===== src/rtl/rf_wb_scheduler_if.sv =====
// Write-back sources, register file write port and decode scoreboard lookups for rf_wb_scheduler.
// master = execute/decode side driving beats and queries, slave = the scheduler.
interface rf_wb_scheduler_if #(
    parameter int NSRC = 3
);
    logic [NSRC-1:0]      src_valid;
    logic [5*NSRC-1:0]    src_rd;
    logic [32*NSRC-1:0]   src_data;
    logic [NSRC-1:0]      src_ready;

    logic                 rf_we;
    logic [4:0]           rf_rd_addr;
    logic [31:0]          rf_rd_data;

    logic                 issue_valid;
    logic [4:0]           issue_rd;
    logic                 issue_ready;

    logic [4:0]           rs1_addr;
    logic [4:0]           rs2_addr;
    logic                 rs1_busy;
    logic                 rs2_busy;

    modport master (
        output src_valid, src_rd, src_data, issue_valid, issue_rd, rs1_addr, rs2_addr,
        input  src_ready, rf_we, rf_rd_addr, rf_rd_data, issue_ready, rs1_busy, rs2_busy
    );

    modport slave (
        input  src_valid, src_rd, src_data, issue_valid, issue_rd, rs1_addr, rs2_addr,
        output src_ready, rf_we, rf_rd_addr, rf_rd_data, issue_ready, rs1_busy, rs2_busy
    );
endinterface


===== src/rtl/rf_wb_scheduler.sv =====
// Register file write-back arbiter + pending-write scoreboard; aging promotion under RF_WB_AGING_EN.
// Latency: accept in N, rf_we in N+1, busy bit clear from N+2; one write per cycle.
// Backpressure: src_ready one-hot grant from src_valid and registered state only; issue_ready low while rd pending.
module rf_wb_scheduler #(
    parameter int NSRC       = 3,
    parameter int STARVE_MAX = 4
) (
    input  logic              clk,
    input  logic              rst_n,
    rf_wb_scheduler_if.slave  bus
);
    if (NSRC < 1 || STARVE_MAX < 1 || STARVE_MAX > 15) begin : g_bad_param
        $error("rf_wb_scheduler: NSRC must be >= 1 and STARVE_MAX within 1..15");
    end

    logic [NSRC-1:0] grant;
    logic            acc_vld;
    logic [4:0]      acc_rd;
    logic [31:0]     acc_dat;
    logic            found;

    logic            we_q;
    logic [4:0]      addr_q;
    logic [31:0]     data_q;

    logic [31:0]     busy;
    logic [31:0]     busy_nxt;
    logic            issue_ok;

`ifdef RF_WB_AGING_EN
    localparam logic [3:0] STARVE_LIM = 4'(STARVE_MAX);

    logic [3:0] wait_cnt [NSRC];

    always_ff @(posedge clk or negedge rst_n) begin
        if (!rst_n) begin
            for (int i = 0; i < NSRC; i++) wait_cnt[i] <= '0;
        end else begin
            for (int i = 0; i < NSRC; i++) begin
                if (!bus.src_valid[i] || grant[i]) begin
                    wait_cnt[i] <= '0;
                end else if (wait_cnt[i] != STARVE_LIM) begin
                    wait_cnt[i] <= wait_cnt[i] + 4'd1;
                end
            end
        end
    end
`endif

    // Starved sources (aging build) win first, then plain lowest-index priority.
    always_comb begin
        grant   = '0;
        found   = 1'b0;
        acc_rd  = '0;
        acc_dat = '0;
`ifdef RF_WB_AGING_EN
        for (int i = 0; i < NSRC; i++) begin
            if (!found && bus.src_valid[i] && wait_cnt[i] == STARVE_LIM) begin
                grant[i] = 1'b1;
                found    = 1'b1;
            end
        end
`endif
        for (int i = 0; i < NSRC; i++) begin
            if (!found && bus.src_valid[i]) begin
                grant[i] = 1'b1;
                found    = 1'b1;
            end
        end
        if (!rst_n) grant = '0;
        for (int i = 0; i < NSRC; i++) begin
            if (grant[i]) begin
                acc_rd  = bus.src_rd[5*i +: 5];
                acc_dat = bus.src_data[32*i +: 32];
            end
        end
    end

    assign acc_vld       = |grant;
    assign bus.src_ready = grant;

    // Beats to x0 are consumed but never reach the register file.
    always_ff @(posedge clk or negedge rst_n) begin
        if (!rst_n) begin
            we_q   <= 1'b0;
            addr_q <= '0;
            data_q <= '0;
        end else begin
            we_q <= acc_vld && (acc_rd != 5'd0);
            if (acc_vld && acc_rd != 5'd0) begin
                addr_q <= acc_rd;
                data_q <= acc_dat;
            end
        end
    end

    assign bus.rf_we      = we_q;
    assign bus.rf_rd_addr = addr_q;
    assign bus.rf_rd_data = data_q;

    assign issue_ok        = !busy[bus.issue_rd] || (bus.issue_rd == 5'd0);
    assign bus.issue_ready = rst_n && issue_ok;

    always_comb begin
        busy_nxt = busy;
        if (we_q) busy_nxt[addr_q] = 1'b0;
        if (bus.issue_valid && bus.issue_ready && bus.issue_rd != 5'd0) begin
            busy_nxt[bus.issue_rd] = 1'b1;
        end
        busy_nxt[0] = 1'b0;
    end

    always_ff @(posedge clk or negedge rst_n) begin
        if (!rst_n) busy <= '0;
        else        busy <= busy_nxt;
    end

    assign bus.rs1_busy = busy[bus.rs1_addr];
    assign bus.rs2_busy = busy[bus.rs2_addr];
endmodule


===== src/flat_wrapper.sv =====
// flat-port wrapper written by rule: the top's interface ports become plain ports
module rf_wb_scheduler_flat 
#(
    parameter int NSRC       = 3,
    parameter int STARVE_MAX = 4
)
  (clk, rst_n, bus_src_valid, bus_src_rd, bus_src_data, bus_issue_valid, bus_issue_rd, bus_rs1_addr, bus_rs2_addr, bus_src_ready, bus_rf_we, bus_rf_rd_addr, bus_rf_rd_data, bus_issue_ready, bus_rs1_busy, bus_rs2_busy);
  rf_wb_scheduler_if #(.NSRC(NSRC)) bus_i ();
  input  logic clk;
  input  logic rst_n;
  input wire logic [$bits(bus_i.src_valid)-1:0] bus_src_valid;
  input wire logic [$bits(bus_i.src_rd)-1:0] bus_src_rd;
  input wire logic [$bits(bus_i.src_data)-1:0] bus_src_data;
  input wire logic [$bits(bus_i.issue_valid)-1:0] bus_issue_valid;
  input wire logic [$bits(bus_i.issue_rd)-1:0] bus_issue_rd;
  input wire logic [$bits(bus_i.rs1_addr)-1:0] bus_rs1_addr;
  input wire logic [$bits(bus_i.rs2_addr)-1:0] bus_rs2_addr;
  output wire logic [$bits(bus_i.src_ready)-1:0] bus_src_ready;
  output wire logic [$bits(bus_i.rf_we)-1:0] bus_rf_we;
  output wire logic [$bits(bus_i.rf_rd_addr)-1:0] bus_rf_rd_addr;
  output wire logic [$bits(bus_i.rf_rd_data)-1:0] bus_rf_rd_data;
  output wire logic [$bits(bus_i.issue_ready)-1:0] bus_issue_ready;
  output wire logic [$bits(bus_i.rs1_busy)-1:0] bus_rs1_busy;
  output wire logic [$bits(bus_i.rs2_busy)-1:0] bus_rs2_busy;
  assign bus_i.src_valid = bus_src_valid;
  assign bus_i.src_rd = bus_src_rd;
  assign bus_i.src_data = bus_src_data;
  assign bus_i.issue_valid = bus_issue_valid;
  assign bus_i.issue_rd = bus_issue_rd;
  assign bus_i.rs1_addr = bus_rs1_addr;
  assign bus_i.rs2_addr = bus_rs2_addr;
  assign bus_src_ready = bus_i.src_ready;
  assign bus_rf_we = bus_i.rf_we;
  assign bus_rf_rd_addr = bus_i.rf_rd_addr;
  assign bus_rf_rd_data = bus_i.rf_rd_data;
  assign bus_issue_ready = bus_i.issue_ready;
  assign bus_rs1_busy = bus_i.rs1_busy;
  assign bus_rs2_busy = bus_i.rs2_busy;
  rf_wb_scheduler #(.NSRC(NSRC), .STARVE_MAX(STARVE_MAX)) u_core (.clk(clk), .rst_n(rst_n), .bus(bus_i));
endmodule

===== config.mk =====
export PLATFORM = sky130hd
export DESIGN_NAME = rf_wb_scheduler_flat
export DESIGN_NICKNAME = d
export VERILOG_FILES = /design/src/rtl/rf_wb_scheduler_if.sv /design/src/rtl/rf_wb_scheduler.sv /design/src/flat_wrapper.sv
export SDC_FILE = /design/constraint.sdc
export NUM_CORES = 1
export LEC_CHECK = 0
export BUFFER_PORTS_ARGS = -buffer_cell sky130_fd_sc_hd__buf_4
export CORE_MARGIN = 2
export CORE_UTILIZATION = 50
export CTS_CLUSTER_DIAMETER = 30
export DETAILED_ROUTE_END_ITERATION = 8
export PLACE_DENSITY = 0.83
export SYNTH_ARGS = -nofsm -noshare
export SYNTH_HDL_FRONTEND = slang
export SYNTH_SLANG_ARGS = --single-unit

===== constraint.sdc =====
create_clock -name clk -period 9.3 [get_ports clk]
set_clock_uncertainty 0.05 [all_clocks]
set_input_delay 2.325 -clock clk [delete_from_list [all_inputs] [get_ports clk]]
set_output_delay 2.325 -clock clk [all_outputs]
set_load 0.02 [all_outputs]

Word level (Yosys, flattened, before mapping)
Cells that the tools add are included.

word-level totals
  flip-flop bits (word level) = 69
  output and inout port bits = 44
  input bits = 132

cells by class
  multiplexer cells = 23
  reduce and logical (&&, ||, !) cells = 16
  magnitude comparators = 6
  bitwise gates (word level) = 3

operator list
  cell                                                                                  count
  32-bit 2-to-1 mux                                                                     5
  32-bit bitwise AND                                                                    1
  32-bit NOT                                                                            1
  32-bit bitwise OR                                                                     1
  5-bit by 6-bit < comparator with 1-bit output (second input constant)                 4
  1-bit binary-select mux with 5-bit select                                             3
  5-bit 2-to-1 mux                                                                      3
  1-bit demux with 5-bit select                                                         2
  5-bit by 1-bit greater-or-equal comparator with 1-bit output (second input constant)  2
  5-bit nonzero test                                                                    2
  1-bit 2-to-1 mux                                                                      9
  1-bit logical AND                                                                     8
  5-bit zero test                                                                       1
  1-bit zero test                                                                       3
  3-bit 2-to-1 mux                                                                      1
  3-bit OR reduction                                                                    1
  1-bit logical OR                                                                      1

Logic depth before layout (Yosys ltp)
  depth in word-level cells = 13
  gate-level depth with buffers = 8
  gate-level depth less buffers = 5

Worst setup path before layout
No wires, ideal clock.

  path type = input to output
  start point = input port bus_rs1_addr[0]
  end point = output port bus_rs1_busy
  stages = 4
  path slack = 2859 ps
  data required time = 6925 ps
  arrival = 4066 ps
  cells stage by stage = clkbuf_1 mux4_2 mux4_2 mux2_2

between the ends
  longest elaborated chain between the ends = 2

RTL lines
  what                                       RTL line                source
  start, declared                            flat_wrapper.sv:16      input wire logic [$bits(bus_i.rs1_addr)-1:0] bus_rs1_addr;
  1-bit binary-select mux with 5-bit select  rf_wb_scheduler.sv:118  assign bus.rs1_busy = busy[bus.rs1_addr];
  1-bit 2-to-1 mux (not written as such)     rf_wb_scheduler.sv:118
  end, declared                              flat_wrapper.sv:23      output wire logic [$bits(bus_i.rs1_busy)-1:0] bus_rs1_busy;

No other way between the ends. The select of a mux whose other input is x is not followed.

Final worst setup path
  start point = input port bus_issue_rd[0]
  end point = output port bus_issue_ready

between the ends
  longest elaborated chain between the ends = 5

RTL lines
  what                                       RTL line                source
  start, declared                            flat_wrapper.sv:15      input wire logic [$bits(bus_i.issue_rd)-1:0] bus_issue_rd;
  1-bit binary-select mux with 5-bit select  rf_wb_scheduler.sv:101  assign issue_ok = !busy[bus.issue_rd] || (bus.issue_rd == 5'd0);
  1-bit 2-to-1 mux (not written as such)     rf_wb_scheduler.sv:101
  1-bit zero test                            rf_wb_scheduler.sv:101
  1-bit logical OR (*)                       rf_wb_scheduler.sv:101
  1-bit logical AND (*)                      rf_wb_scheduler.sv:102  assign bus.issue_ready = rst_n && issue_ok;
  end, declared                              flat_wrapper.sv:22      output wire logic [$bits(bus_i.issue_ready)-1:0] bus_issue_ready;

Mark *: on every way between the ends. The rest lies on a longest branch, timed or not. The select of a mux whose other input is x is not followed.

==> impl_metrics.csv <==
group,metric,value,unit
route,wl_met1,4.53,mm
sta,hold_viol_final,0,
synth,synth_common_cells,"dfrtp_1 (69), o21ai_0 (51), mux2i_1 (37), inv_1 (34), a222oi_1 (32)",
synth,yosysWarningCount,0,
synth,synth_top_family_by_area,"multiplexers",
sta,finalSetupTns,0,ns
clock_network,clk_latency,0.34,ns
critical_path,cp-end-kind,"output port",
synth,synth_area,4140,um^2
synth,syn_area_per_cell,10.9,um^2
place,gp_congestion,0.938,
sta,drv_slew,0,
cells_and_area,final_cells,649,
route,met2_length,6.47,mm
critical_path,crit_path_start_kind,"input pin",
cells_and_area,layout.nets,671,
power_and_ir_drop,p_per_area,189,nW/um^2
clock_network,cts_tree,"done",
critical_path,path_common_cell,"buf_4",
cells_and_area,n_antenna_cell,0,
synth,synth_compound_area_frac,0.194,
grt,grt_usage,0.283,
worst_hold_path,hold_class,"reg -> reg",
die,fp-row-count,33,
clock_network,cts_setup_buffers,0,
route,viasPerCell,6.08,
die,die_h,95.0,um
critical_path,cp_data_required_time,6.93,ns
sta,worst-slew-pin-transition,0.837,ns
route,wl_per_cell,19.0,um
clock_network,ctsHoldBuffers,0,
grt,antenna_found_initial,0,
route,drt_iter0_drc,428,
die,core-area,8130,um^2
place,dp.cells,633,
die,ios,176,
synth,muxShareOfSynthArea,0.226,
die,start_util,0.509,
sta,fin_crit,6.75,ns
synth,ys_seq_area_frac,0.417,
cells_and_area,syn_to_final_growth,36.5,%
grt,grt_pass1_wl,19.6,mm
route,dr_total_vias,3949,
clock_network,clk_pin_slew,0.08,ns
clock_network,cts.htree.levels,3,
die,dieArea,9020,um^2
sta,period_share,0.726,
grt,grt_max_degree,71,
critical_path,worstPathMaxFanout,18,
synth,synth.most_common_cell,"dfrtp_1",
power_and_ir_drop,total_leakage_power,2.59,nW
status,outcome,"finished clean",
place,port_buffers,175,
route,dr.pass1.iters,9,
synth,synth_ff_type,"dfrtp_1",
critical_path,crit_chain,"buf_4 -> mux4_2 -> a22o_1 -> a311oi_4 -> nand3_2 -> inv_1 -> buf_4",
synth,synth_cell_type_count,39,
sta,slew_headroom,0.442,
synth,synth_fp_nets,511,
place,hpwlAfterDp,9.43,mm
die,fp.dieW,95.0,um
synth,synth_xor_area_frac,0,
critical_path,slowest_delay,0.53,ns
job,maxCapViolCount,0,
synth,syn-instance-count,379,
grt,grt_pass1_vias,4070,
synth,synth_edf_count,0,
critical_path,worst_path_max_delay_cell,"mux4_2",
clock_network,root_buffer,"clkbuf_8",
sta,rsz0062_at_grt,"no",
sta,setup_violations,0,
route,drc,0,
synth,yosys.area_share.simple,0.0934,
power_and_ir_drop,irDropWorstVdd,89.8,uV
synth,synth.largest_area_cell,"dfrtp_1",
synth,synth_seq_cells,69,
synth,synth_top_area_frac,0.417,
clock_network,cts-buffers-inserted,9,
critical_path,path_buf_inv,3,
route,wirelength,12.3,mm
synth,synthAdderAreaFrac,0,
route,top_layer,"met4",
synth,async_reset_ff_frac,1.00,
synth,synthTopCellsByArea,"dfrtp_1 (42%), mux4_2 (13%), mux2i_1 (9.0%)",
sta,fmax,148,MHz
clock_network,cts_resized,0,
cells_and_area,layout-drive-gt1-share,0.421,
route,dr_wl_met3,934,um
critical_path,critPathKind,"in -> out",
grt,grt_overflow,0,
clock_network,cts.sinks,69,
clock_network,clock_path_buffers,2,
route,ant_nets,0,
critical_path,critPathTopFamily,"compound AO/OA/AOI/OAI gates",
critical_path,arrival,4.37,ns
-- cells in the final DEF (no fill, tap or decap), types with 3 or more instances in the layout --
cell type  netlist  routed
and3b_1          3       3
mux4_2          24      24
a21oi_1          6       6
o21ai_0         51      51
a21o_1           5       5
nor2_1           5       5
a222oi_1        32      32
nand3_1          4       4
nand2_1         27      27
o31ai_1          3       3
o21ai_1          9       9
nand3b_1         7       7
buf_4            1     180
inv_1           34      34
dfrtp_1         69      69
nor3b_1          3       3
clkbuf_8         0       9
a22oi_1          4       4
and3_1           4       4
mux2i_1         37      37
-- cell families after synthesis --
logic type | after synthesis
DFF | 69
and+or+nand+nor | 67
muxes | 63
AOI/OAI and AO/OA | 115
buffers and inverters | 65
-- path summary, 6_finish.rpt --
path                                       endpoint                      from  depth (start not counted)  slack (ns)
min in group asynchronous            u_core.busy[6]                     rst_n                          1        1.75
max reg2reg                          u_core.busy[2]           u_core.busy[28]                          5        6.84
min                        u_core.bus.rf_rd_data[1]  u_core.bus.rf_rd_data[1]                          2        0.47
max in group asynchronous            u_core.busy[3]                     rst_n                          2        6.42
min reg2reg                u_core.bus.rf_rd_data[1]  u_core.bus.rf_rd_data[1]                          2        0.47
max                                 bus_issue_ready           bus_issue_rd[0]                          7        2.55
-- state kept, by name, summed over array words and instances, names as in the netlist --
register               count
u_core.bus.rf_rd_data     32
u_core.bus.rf_rd_addr      5
u_core.bus.rf_we           1
u_core.busy               31
-- worst register-to-register path, stage by stage (launching register included) --
cell	delay, ns
dfrtp_1	0.44
mux4_2	0.47
a22o_1	0.27
a311oi_4	0.38
nand3_2	0.35
o31ai_1	0.39
-- metal layers --
metal | global-route usage | up-vias
met5 | 0 | -
met4 | 0.118 | 0
met3 | 0.0559 | 33
met2 | 0.498 | 208
met1 | 0.337 | 1926
li1 | - | 1782
-- through the flow --
step                total power [mW]   util  area (um^2)  hold WS, ns  setup slack, ns
floorplan                      0.685      -         4140        0.448             2.86
global placement               0.830  0.673         5480        0.460             2.59
detailed placement             0.852  0.673         5480        0.464             2.58
CTS                             1.07  0.694         5650        0.478             2.56
global route                    1.13  0.694         5650        0.501             2.42
finish                          1.07  0.694         5650        0.473             2.55
-- final cells by class --
type	instances	area, um^2
sequential	69	1730
inverter	34	128
tap	105	131
timing repair buffer	180	1350
clock inverter	6	45.0
clock buffer	10	128
fill	628	2490
multi-input combinational	245	2140
-- power by group --
group / internal (mW) / leakage (nW) / switching (mW)
sequential: 0.378 / 0.840 / 0.0902
clock: 0.0988 / 0.0910 / 0.119
combinational: 0.208 / 1.65 / 0.176
total: 0.686 / 2.59 / 0.384
No activity file was read; power rests on OpenSTA's default activity.
